<file path="config.mk">
export PLATFORM = sky130hd
export DESIGN_NAME = max_slice_seq
export DESIGN_NICKNAME = d
export VERILOG_FILES = /design/src/rtl/max_slice_seq.sv
export SDC_FILE = /design/constraint.sdc
export NUM_CORES = 1
export LEC_CHECK = 0
export CAP_MARGIN = 20
export CORE_UTILIZATION = 53
export DETAILED_ROUTE_END_ITERATION = 8
export GPL_TIMING_DRIVEN = 0
export PLACE_DENSITY = 0.83
export SYNTH_ARGS = -nofsm -noshare
export SYNTH_HDL_FRONTEND = slang
export SYNTH_SLANG_ARGS = --single-unit
export TNS_END_PERCENT = 10
</file>
<file path="constraint.sdc">
create_clock -name clk -period 5.65 [get_ports clk]
set_input_delay 1.695 -clock clk [delete_from_list [all_inputs] [get_ports clk]]
set_output_delay 1.695 -clock clk [all_outputs]
set_load 0.005 [all_outputs]
</file>
<file path="src/rtl/max_slice_seq.sv">
// max_slice_seq: time-shared 2-bit compare/select slice that scans a captured
// operand pair MSB slice first and returns the larger operand and select flag.
//
//   state | meaning
//   ------+------------------------------------------------------------
//   IDLE  | in_ready high, waiting for an operand pair
//   SCAN  | one 2-bit slice compared per cycle, idx counts down to 0
//   DONE  | result held on max_out/a_ge_b until out_ready
module max_slice_seq #(
   parameter int WIDTH      = 8,
   parameter bit EARLY_EXIT = 1'b1
) (
   input  logic             clk,
   input  logic             rst_n,
   input  logic             in_valid,
   output logic             in_ready,
   input  logic [WIDTH-1:0] a,
   input  logic [WIDTH-1:0] b,
   output logic             out_valid,
   input  logic             out_ready,
   output logic [WIDTH-1:0] max_out,
   output logic             a_ge_b,
   output logic             busy
);

   localparam int S  = WIDTH / 2;
   localparam int IW = (S > 1) ? $clog2(S) : 1;
   localparam logic [IW-1:0] IDX_TOP = IW'(S - 1);

   typedef enum logic [1:0] {
      IDLE = 2'd0,
      SCAN = 2'd1,
      DONE = 2'd2
   } state_t;

   state_t state, state_nxt;

   logic [WIDTH-1:0] a_q, b_q;
   logic [IW-1:0]    idx;
   logic             decided;
   logic             sel;

   logic [WIDTH-1:0] a_sh, b_sh;
   logic [1:0]       sa, sb;
   logic             dec_now;
   logic             sel_now;
   logic             last;
   logic             exit_scan;

   // current slice of the captured operands and the running decision
   always_comb begin
      a_sh      = a_q >> {idx, 1'b0};
      b_sh      = b_q >> {idx, 1'b0};
      sa        = a_sh[1:0];
      sb        = b_sh[1:0];
      dec_now   = decided | (sa != sb);
      // before any decision an equal slice leans to A, so A==B selects A
      sel_now   = decided ? sel : (sa >= sb);
      last      = (idx == '0);
      exit_scan = EARLY_EXIT ? (dec_now | last) : last;
   end

   // state register
   always_ff @(posedge clk) begin
      if (!rst_n) state <= IDLE;
      else        state <= state_nxt;
   end

   // next-state logic
   always_comb begin
      state_nxt = state;
      case (state)
         IDLE:    if (in_valid)  state_nxt = SCAN;
         SCAN:    if (exit_scan) state_nxt = DONE;
         DONE:    if (out_ready) state_nxt = IDLE;
         default: state_nxt = IDLE;
      endcase
   end

   // operand capture, slice walk and result registers
   always_ff @(posedge clk) begin
      if (!rst_n) begin
         a_q     <= '0;
         b_q     <= '0;
         idx     <= '0;
         decided <= 1'b0;
         sel     <= 1'b0;
         max_out <= '0;
         a_ge_b  <= 1'b0;
      end else begin
         case (state)
            IDLE: begin
               if (in_valid) begin
                  a_q     <= a;
                  b_q     <= b;
                  idx     <= IDX_TOP;
                  decided <= 1'b0;
                  sel     <= 1'b1;
               end
            end
            SCAN: begin
               decided <= dec_now;
               sel     <= sel_now;
               if (exit_scan) begin
                  max_out <= sel_now ? a_q : b_q;
                  a_ge_b  <= sel_now;
               end else begin
                  idx <= idx - 1'b1;
               end
            end
            default: ;
         endcase
      end
   end

   assign in_ready  = (state == IDLE);
   assign out_valid = (state == DONE);
   assign busy      = (state != IDLE);

endmodule

</file>
==> impl_metrics.sql <==
INSERT INTO impl_metrics (metric_group, metric, value, unit) VALUES
('run_status', 'outcome', 'completed', ''),
('cts', 'ctsRootBufferMaster', 'clkbuf_4', ''),
('die', 'rows', '18', ''),
('sta', 'worst_slew_margin_rel', '0.6966', ''),
('yosys', 'postSynthCellCount', '156', ''),
('yosys', 'synth_area_leaders', 'dfxtp_1 44%, nand2_1 10%, a21boi_0 8.5%', ''),
('min_path', 'timing.hold.worst.class', 'flip-flop to flip-flop', ''),
('place', 'hpwlAfterDp', '2415', 'um'),
('global_routing', 'grt_max_degree', '11', ''),
('worst_setup_path', 'crit_path_max_fanout', '5', ''),
('power_and_ir_drop', 'power.ir.vdd_worst', '0.2703', 'mV'),
('power_and_ir_drop', 'power-per-cell-area', '325.9', 'mW/mm^2'),
('yosys', 'synth.net_count', '179', ''),
('global_routing', 'grt_pass1_vias', '1195', ''),
('sta', 'grt_setup_unrepaired', 'false', ''),
('worst_setup_path', 'cp-endpoint', 'in_ready', ''),
('worst_setup_path', 'cp_endpoint_kind', 'primary output', ''),
('worst_setup_path', 'startpoint', 'state[1]', ''),
('place', 'portBuffers', '31', ''),
('sta', 'slew_violations', '0', ''),
('cts', 'cts_buffers', '5', ''),
('sta', 'final.period_utilization', '0.5588', ''),
('yosys', 'share_of_synthesized_area_occupied_by_flip_flops_and_latches', '0.4389', ''),
('worst_setup_path', 'cp_data_arrival_time', '1460', 'ps'),
('worst_setup_path', 'worstPathRequired', '3950', 'ps'),
('final_layout', 'multi_input_logic_area', '720.7', 'sq um'),
('worst_setup_path', 'start_kind', 'flip-flop', ''),
('detailed_routing', 'antenna_violating_nets_post_route', '0', ''),
('cts', 'post_cts_buffers', '0', ''),
('final_layout', 'drive_above_1_share', '0.1128', ''),
('final_layout', 'antenna_cells', '0', ''),
('detailed_routing', 'detail_route.iter0.violations', '42', ''),
('final_layout', 'layout.area.seq', '620.6', 'sq um'),
('detailed_routing', 'routedWlPerCell', '14.85', 'um'),
('yosys', 'yosysUniqueCellTypes', '28', ''),
('global_routing', 'grt.total_usage', '0.2671', ''),
('global_routing', 'global_route_wire_length_before_repair', '5326', 'um'),
('die', 'die-area', '0.002878', 'sq mm'),
('cts', 'cts_max_path_buffers', '2', ''),
('cts', 'cts_htree_levels', '2', ''),
('detailed_routing', 'num_vias', '1265', ''),
('die', 'die_w', '53.65', 'um'),
('yosys', 'synth.yosys.warnings', '0', ''),
('global_routing', 'grt_overflow_total', '0', ''),
('worst_setup_path', 'cp_top_family', 'buffers and inverters', ''),
('yosys', 'synth_top_area_share', '0.4389', ''),
('sta', 'setup_viol', '0', ''),
('final_layout', 'final.fill_count', '193', ''),
('sta', 'max_freq', '0.3168', 'GHz'),
('final_layout', 'area_delta_synth_final', '30.71', '%'),
('worst_setup_path', 'ff2ff_setup_slack', '2940', 'ps'),
('sta', 'post_route_skew', '12.13', 'ps'),
('global_routing', 'number_of_antenna_violations_at_the_first_check_in_global_routing', '0', ''),
('detailed_routing', 'via_per_inst', '5.622', ''),
('sta', 'fin_tns_setup', '0', 'ps'),
('place', 'finalWeightedCongestion', '0.8208', ''),
('power_and_ir_drop', 'cellLeakagePower', '0.0007296', 'uW'),
('detailed_routing', 'routed_wl', '3341', 'um'),
('yosys', 'synthesis.area_per_instance', '9.063', 'sq um'),
('worst_setup_path', 'cp_slowest_cell', 'clkdlybuf4s50_1', ''),
('die', 'design.core.area', '0.002500', 'sq mm'),
('cts', 'cts.clk_slew.worst_paths', '100', 'ps'),
('cts', 'cts.hold.buffers_added', '0', ''),
('worst_setup_path', 'timing.critical_path.depth', '2', ''),
('yosys', 'synth-seq-cells', '31', ''),
('die', 'fp.dieH', '53.65', 'um'),
('flow_run', 'timing.max_cap.violations', '0', ''),
('worst_setup_path', 'timing.critical_path.cells', 'nor2_1, clkdlybuf4s50_1', ''),
('worst_setup_path', 'path_class', 'flip-flop to primary output', ''),
('cts', 'postCtsResizedCells', '0', ''),
('cts', 'tritoncts', 'yes', '');
[per-layer routing]
metal	share of wire	global-route usage
met1	0.41	0.3200
met2	0.52	0.4458
met3	0.060	0.09605
met4	0.010	0.07895
met5	0	0
[worst min path at each step]
stage	startpoint	to	slack [ps]	depth (start not counted)
3_5_place_dp	b_q[4]	b_q[4]	480	2
5_1_grt	a_q[3]	a_q[3]	520	2
4_1_cts	b_q[4]	b_q[4]	490	2
2_1_floorplan	a_q[4]	a_q[4]	450	2
6_report	b_q[4]	b_q[4]	490	2
3_3_place_gp	a_q[2]	a_q[2]	470	2
[state kept, by name, summed over array words and instances, names as in the netlist]
signal / cells
max_out: 8
idx: 2
a_ge_b: 1
a_q: 8
decided: 1
state: 2
sel: 1
b_q: 8
[layout by cell type, fill, tap and decap left out, drive strengths merged]
cell           instances
clkbuf                11
nand2b                 2
or3                    1
a31oi                  1
bufinv                 1
o31ai                  1
mux4                   4
and3b                  1
clkdlybuf4s50         31
and3                   2
ha                     3
inv                    6
a21boi                16
or3b                   1
nand3b                 1
mux2i                  8
o311a                  1
clkinv                 1
nor2b                  2
a21oi                 10
and2                   2
nor2                   3
o211a                  1
mux2                   1
buf                    5
and4bb                 1
nand2                 38
dfxtp                 31
o21ai                  9
[power by group]
group          switching, uW  total (uW)  internal, uW
Sequential              17.4         260           242
Combinational           74.2         161          87.2
Clock                   76.6         181           105
[kinds of logic after synthesis]
kind of cell,Yosys count,synth area share
AO/OA/AOI/OAI,39,0.1770
adder cells (fa/ha/maj),3,0.02655
buffers and inverters,16,0.05131
flip-flops,31,0.4389
multiplexers,13,0.1283
AND/OR/NAND/NOR,54,0.1779
[synthesized netlist by cell type (all sizes together)]
library cell,instances
nand2,38
dfxtp,31
a21boi,16
a21oi,10
o21ai,9
mux2i,8
inv,6
buf,5
clkbuf,5
mux4,4
ha,3
nor2,3
and2,2
and3,2
nand2b,2
nor2b,2
a31oi,1
and3b,1
and4bb,1
mux2,1
nand3b,1
o211a,1
o311a,1
o31ai,1
or3,1
or3b,1
[area by class of cell]
class,count,share of cell area
buffer,10,0.02708
sequential,31,0.3358
clock inverter,2,0.01896
inverter,6,0.01219
timing repair buffer,31,0.1679
clock buffer,6,0.02776
multi-input combinational,109,0.3900
tap,30,0.02031
[metrics by stage]
stage / std cells / instance area, sq um / hold WS [ps] / setup WS (ps) / utilization
3_3_place_gp: 217 / 1762 / 466.8 / 2597 / 0.7047
4_1_cts: 225 / 1848 / 491.3 / 2515 / 0.7392
5_1_grt: 225 / 1848 / 523.6 / 2408 / 0.7392
6_report: 225 / 1848 / 491.2 / 2493 / 0.7392
3_5_place_dp: 217 / 1762 / 477.6 / 2574 / 0.7047
2_1_floorplan: 156 / 1414 / 452.6 / 3087 / -
[worst reg2reg max path, stage by stage (launching register included)]
cell and delay, ps:
dfxtp_1 330, clkbuf_1 330, mux4_2 560, ha_1 350, and4bb_4 220, nor2_1 320, buf_2 300, o21ai_0 100
a21oi_1 140
(Power assumes the default switching activity.)
